`config.mk`:
```
export PLATFORM = sky130hd
export DESIGN_NAME = dice_game_ctrl
export DESIGN_NICKNAME = d
export VERILOG_FILES = /design/src/rtl/dice_pkg.sv /design/src/rtl/dice_sat_counter.sv /design/src/rtl/dice_game_ctrl.sv
export SDC_FILE = /design/constraint.sdc
export NUM_CORES = 1
export LEC_CHECK = 0
export ABC_AREA = 1
export ABC_CLOCK_PERIOD_IN_PS = 2100
export CORE_UTILIZATION = 50
export CTS_CLUSTER_SIZE = 40
export DETAILED_ROUTE_END_ITERATION = 8
export GPL_TIMING_DRIVEN = 1
export PLACE_DENSITY = 0.78
export SYNTH_ARGS = -nofsm -noshare
export SYNTH_HDL_FRONTEND = slang
export SYNTH_SLANG_ARGS = --single-unit
export TNS_END_PERCENT = 50
```
`constraint.sdc`:
```
create_clock -name CLK -period 2.1 [get_ports CLK]
set_input_delay 0.21 -clock CLK [delete_from_list [all_inputs] [get_ports CLK]]
set_output_delay 0.21 -clock CLK [all_outputs]
set_load 0.05 [all_outputs]
```
`src/rtl/dice_pkg.sv`:
```
// Shared definitions for the craps-style dice game controller:
// FSM state encoding, default dice-sum width and the significant dice totals.
package dice_pkg;

    localparam int SUM_W_DEF = 4;

    localparam int unsigned SUM_SEVEN   = 7;
    localparam int unsigned SUM_ELEVEN  = 11;
    localparam int unsigned SUM_SNAKE   = 2;
    localparam int unsigned SUM_THREE   = 3;
    localparam int unsigned SUM_BOXCARS = 12;
    localparam int unsigned SUM_MIN     = 2;
    localparam int unsigned SUM_MAX     = 12;

    typedef enum logic [2:0] {
        IDLE,
        ROLL1,
        PT_WAIT,
        PT_ROLL,
        WIN,
        LOSE
    } dice_state_e;

endpackage

```
`src/rtl/dice_sat_counter.sv`:
```
// Saturating up-counter used for the roll, win and loss tallies.
// Only the asynchronous reset clears it; it sticks at all-ones.
module dice_sat_counter #(
    parameter int CNT_W = 8
) (
    input  logic             CLK,
    input  logic             Reset_n,
    input  logic             inc,
    output logic [CNT_W-1:0] count
);

    logic [CNT_W-1:0] count_q;
    logic [CNT_W-1:0] count_d;

    always_comb begin
        count_d = count_q;
        if (inc && (count_q != '1)) begin
            count_d = count_q + CNT_W'(1);
        end
    end

    always_ff @(posedge CLK or negedge Reset_n) begin
        if (!Reset_n) begin
            count_q <= '0;
        end else begin
            count_q <= count_d;
        end
    end

    assign count = count_q;

endmodule

```
`src/rtl/dice_game_ctrl.sv`:
```
// Craps-style dice game controller: requests rolls, applies first-roll and
// point rules to each Sum, holds Win/Lose until a game restart, keeps tallies.
module dice_game_ctrl
    import dice_pkg::*;
#(
    parameter int SUM_W = SUM_W_DEF,
    parameter int CNT_W = 8
) (
    input  logic             CLK,
    input  logic             Reset_n,
    input  logic             Rb,
    input  logic             Reset,
    input  logic [SUM_W-1:0] Sum,
    output logic             Roll,
    output logic             Win,
    output logic             Lose,
    output logic [SUM_W-1:0] Point,
    output logic             SumErr,
    output logic [CNT_W-1:0] RollCnt,
    output logic [CNT_W-1:0] WinCnt,
    output logic [CNT_W-1:0] LoseCnt
);

    localparam logic [SUM_W-1:0] S_SEVEN   = SUM_W'(SUM_SEVEN);
    localparam logic [SUM_W-1:0] S_ELEVEN  = SUM_W'(SUM_ELEVEN);
    localparam logic [SUM_W-1:0] S_SNAKE   = SUM_W'(SUM_SNAKE);
    localparam logic [SUM_W-1:0] S_THREE   = SUM_W'(SUM_THREE);
    localparam logic [SUM_W-1:0] S_BOXCARS = SUM_W'(SUM_BOXCARS);
    localparam logic [SUM_W-1:0] S_MIN     = SUM_W'(SUM_MIN);
    localparam logic [SUM_W-1:0] S_MAX     = SUM_W'(SUM_MAX);

    dice_state_e      state_q, state_d;
    logic [SUM_W-1:0] point_q, point_d;
    logic             sum_err_q, sum_err_d;
    logic             roll_q, win_q, lose_q;
    logic             sum_valid;
    logic             roll_inc;
    logic             win_inc;
    logic             lose_inc;

    assign sum_valid = (Sum >= S_MIN) && (Sum <= S_MAX);

    // Game restart outranks the roll button, so a roll in flight is dropped uncounted.
    always_comb begin
        state_d   = state_q;
        point_d   = point_q;
        sum_err_d = 1'b0;
        roll_inc  = 1'b0;
        if (Reset) begin
            state_d = IDLE;
            point_d = '0;
        end else begin
            case (state_q)
                IDLE: begin
                    if (Rb) state_d = ROLL1;
                end
                ROLL1: begin
                    if (!Rb) begin
                        if (!sum_valid) begin
                            sum_err_d = 1'b1;
                            state_d   = IDLE;
                        end else begin
                            roll_inc = 1'b1;
                            if ((Sum == S_SEVEN) || (Sum == S_ELEVEN)) begin
                                state_d = WIN;
                            end else if ((Sum == S_SNAKE) || (Sum == S_THREE) ||
                                         (Sum == S_BOXCARS)) begin
                                state_d = LOSE;
                            end else begin
                                point_d = Sum;
                                state_d = PT_WAIT;
                            end
                        end
                    end
                end
                PT_WAIT: begin
                    if (Rb) state_d = PT_ROLL;
                end
                PT_ROLL: begin
                    if (!Rb) begin
                        if (!sum_valid) begin
                            sum_err_d = 1'b1;
                            state_d   = PT_WAIT;
                        end else begin
                            roll_inc = 1'b1;
                            if (Sum == point_q) begin
                                state_d = WIN;
                            end else if (Sum == S_SEVEN) begin
                                state_d = LOSE;
                            end else begin
                                state_d = PT_WAIT;
                            end
                        end
                    end
                end
                WIN, LOSE: begin
                    state_d = state_q;
                end
                default: begin
                    state_d = IDLE;
                end
            endcase
        end
    end

    assign win_inc  = (state_d == WIN)  && (state_q != WIN);
    assign lose_inc = (state_d == LOSE) && (state_q != LOSE);

    // Outputs are registered from the next state so they match the decoded state exactly.
    always_ff @(posedge CLK or negedge Reset_n) begin
        if (!Reset_n) begin
            state_q   <= IDLE;
            point_q   <= '0;
            sum_err_q <= 1'b0;
            roll_q    <= 1'b0;
            win_q     <= 1'b0;
            lose_q    <= 1'b0;
        end else begin
            state_q   <= state_d;
            point_q   <= point_d;
            sum_err_q <= sum_err_d;
            roll_q    <= (state_d == ROLL1) || (state_d == PT_ROLL);
            win_q     <= (state_d == WIN);
            lose_q    <= (state_d == LOSE);
        end
    end

    dice_sat_counter #(.CNT_W(CNT_W)) u_roll_cnt (
        .CLK     (CLK),
        .Reset_n (Reset_n),
        .inc     (roll_inc),
        .count   (RollCnt)
    );

    dice_sat_counter #(.CNT_W(CNT_W)) u_win_cnt (
        .CLK     (CLK),
        .Reset_n (Reset_n),
        .inc     (win_inc),
        .count   (WinCnt)
    );

    dice_sat_counter #(.CNT_W(CNT_W)) u_lose_cnt (
        .CLK     (CLK),
        .Reset_n (Reset_n),
        .inc     (lose_inc),
        .count   (LoseCnt)
    );

    assign Roll   = roll_q;
    assign Win    = win_q;
    assign Lose   = lose_q;
    assign Point  = point_q;
    assign SumErr = sum_err_q;

endmodule

```
==> metrics.yaml <==
outcome: "complete, no violations"
tightest_slew_ns: 0.510
grt_first_pass_wirelength_mm: 7.11
io_buffers: 39
path_clk_slew_ns: 0.07
relSlewSlack: 0.659
cpPeakStageDelay_ns: 0.51
min_period_ns: 1.89
seq_area_frac_synth: 0.439
rsz0062_at_grt: "false"
cp-end-kind: "register"
post_cts_buffers: 0
worst_slack_ns: 0.212
synth_cell_types: 28
yosysWarnings: 0
clock_path_buffers: 2
vias: 1825
setup.worst_path.class: "primary input to register"
hold_viol_final: 0
wl_per_cell_um: 11.4
h-tree-depth: 2
fp.dieW_um: 65.2
grt_overflow: 0
syn_inst: 256
cp-start-kind: "primary input"
grt_pass1_vias: 1662
async_flop_share: 1.00
antenna_found_initial: 0
power.leakage_nw: 1.34
start_util: 0.533
cts_resized: 0
critPathRequiredTime_ns: 2.33
max_cap_violations: 0
ios: 40
postCtsHoldBufs: 0
viasPerCell: 5.10
ys_ff_latch: 35
antenna_cells: 0
p_per_area_nw_per_um2: 743
grt_max_degree: 36
die_h_um: 65.2
crit_path_frequent_cell: "nand2_1"
insertion_delay_ns: 0.29
synth_edf_count: 0
fin_skew_ns: 0.00264
crit_slowest_cell: "clkdlybuf4s50_1"
dieArea_um2: 4250
cts_tree: "done"
slew_violations: 0
timing.fmax_ghz: 0.530
cts_buffers: 5
place_ws_ns: -0.0218
clock-sinks: 35
synth_area_leader_cell: "dfrtp_1"
final_common_cell: "nand2_1"
synthFlopType: "dfrtp_1"
syn_to_final_growth_pct: 30.9
wl_mm: 4.09
dr.pass1.iters: 5
root_buffer: "clkbuf_8"
avgSynthCellArea_um2: 7.79
vdd_ir_drop_max_uv: 1020
grt_usage: 0.219
final_cell_mix: "nand2_1, inv_1, clkdlybuf4s50_1"
post-route-period-util: 0.899
fin_setup_tns_ns: 0
finalSetupViolCount: 0
ys_top_cells_by_area: "dfrtp_1, nand2_1, inv_1"
critPathMaxFanout: 10
final_util: 0.697
drtAntennaViolNets: 0
drive_above_1_share: 0.0968
crit_chain: "clkdlybuf4s50_1 -> o21ai_0 -> o21ai_1 -> inv_1 -> nand3_1 -> nand2_1 -> nand2_2 -> nand2_4 -> nand4_4 -> nor2_4 -> nand2_1 -> nand2_1"
arrival_ns: 2.12
drt-initial-drc-count: 82
hold_path_class: "primary input to async pin"
place_congestion: 0.845
netlist.area_leader.share: 0.439
syn_area_um2: 1990
final_nets: 320
syn_nets: 267
core_um2: 3740
drc: 0
rows: 22
dpl.hpwl_mm: 2.94
## synth_stat cells (5+ instances only)
cell	instances
dfrtp_1	35
inv_1	44
o21ai_0	12
nand3_1	19
o21bai_1	8
nor2_1	18
nor3_1	7
nand4_1	5
nand2_1	65
xor2_1	9
## worst max-delay path: cells and delay by family
| family | cells | cell delay, ns |
|---|---|---|
| AO/OA/AOI/OAI | 2 | 0.40 |
| buffers and inverters | 2 | 0.66 |
| AND/OR/NAND/NOR | 8 | 0.85 |
## per-layer routing
| layer | GRT usage | part of all wire |
|---|---|---|
| met5 | 0 | 0 |
| met4 | 0.0815 | 0.015 |
| met3 | 0.0521 | 0.067 |
| met2 | 0.363 | 0.47 |
| met1 | 0.278 | 0.45 |
## flip-flops by register name, summed over array words and instances, names as in the netlist
register / flops
Lose: 1
Point: 4
Roll: 1
SumErr: 1
Win: 1
state_q: 3
u_lose_cnt.count: 8
u_roll_cnt.count: 8
u_win_cnt.count: 8
## metrics by stage
step / area, µm² / power [mW] / cells / hold slack [ns]
final: 2610 / 1.94 / 358 / 0.329
after global routing: 2610 / 2.03 / 358 / 0.381
after CTS: 2610 / 1.96 / 358 / 0.344
after detailed placement: 2500 / 1.34 / 350 / 0.515
after global placement: 2500 / 1.33 / 350 / 0.499
after floorplan: 1990 / 1.15 / 256 / -0.0856
## kinds of logic (layout without fill, tap and decap cells)
kind of cell             Yosys count  count (layout)  share of synthesized area
adder cells (fa/ha/maj)            3               3                     0.0188
multiplexers                       1               1                    0.00565
AO/OA/AOI/OAI                     31              31                     0.0941
AND/OR/NAND/NOR                  125             125                      0.295
flip-flops                        35              35                      0.439
buffers and inverters             48             102                     0.0903
XOR/XNOR                          13              13                     0.0571
## report_power, final
part           internal [mW]  switching (mW)  leakage (nW)
Clock                  0.353           0.256        0.0581
Combinational          0.183           0.344         0.854
Sequential             0.733          0.0685         0.429
## cell type report
type | count | area, µm²
Sequential cell | 35 | 876
Tap cell | 48 | 60.1
Inverter | 48 | 180
Multi-Input combinational cell | 173 | 938
Timing Repair Buffer | 46 | 443
Clock buffer | 5 | 68.8
Clock inverter | 3 | 43.8
Fill cell | 333 | 1130
## final timing paths
| path | slack, ns | startpoint | cells past startpoint | end |
|---|---|---|---|---|
| max in group asynchronous | 1.45 | Reset_n | 2 | u_win_cnt.count[2] |
| max reg2reg | 0.36 | state_q[0] | 12 | u_lose_cnt.count[2] |
| min | 0.33 | Reset_n | 2 | u_lose_cnt.count[3] |
| max | 0.21 | Sum[1] | 12 | u_lose_cnt.count[2] |
| min reg2reg | 0.52 | u_roll_cnt.count[7] | 1 | u_roll_cnt.count[7] |
| min in group CLK | 0.52 | u_roll_cnt.count[7] | 1 | u_roll_cnt.count[7] |
(Power assumes the default switching activity.)
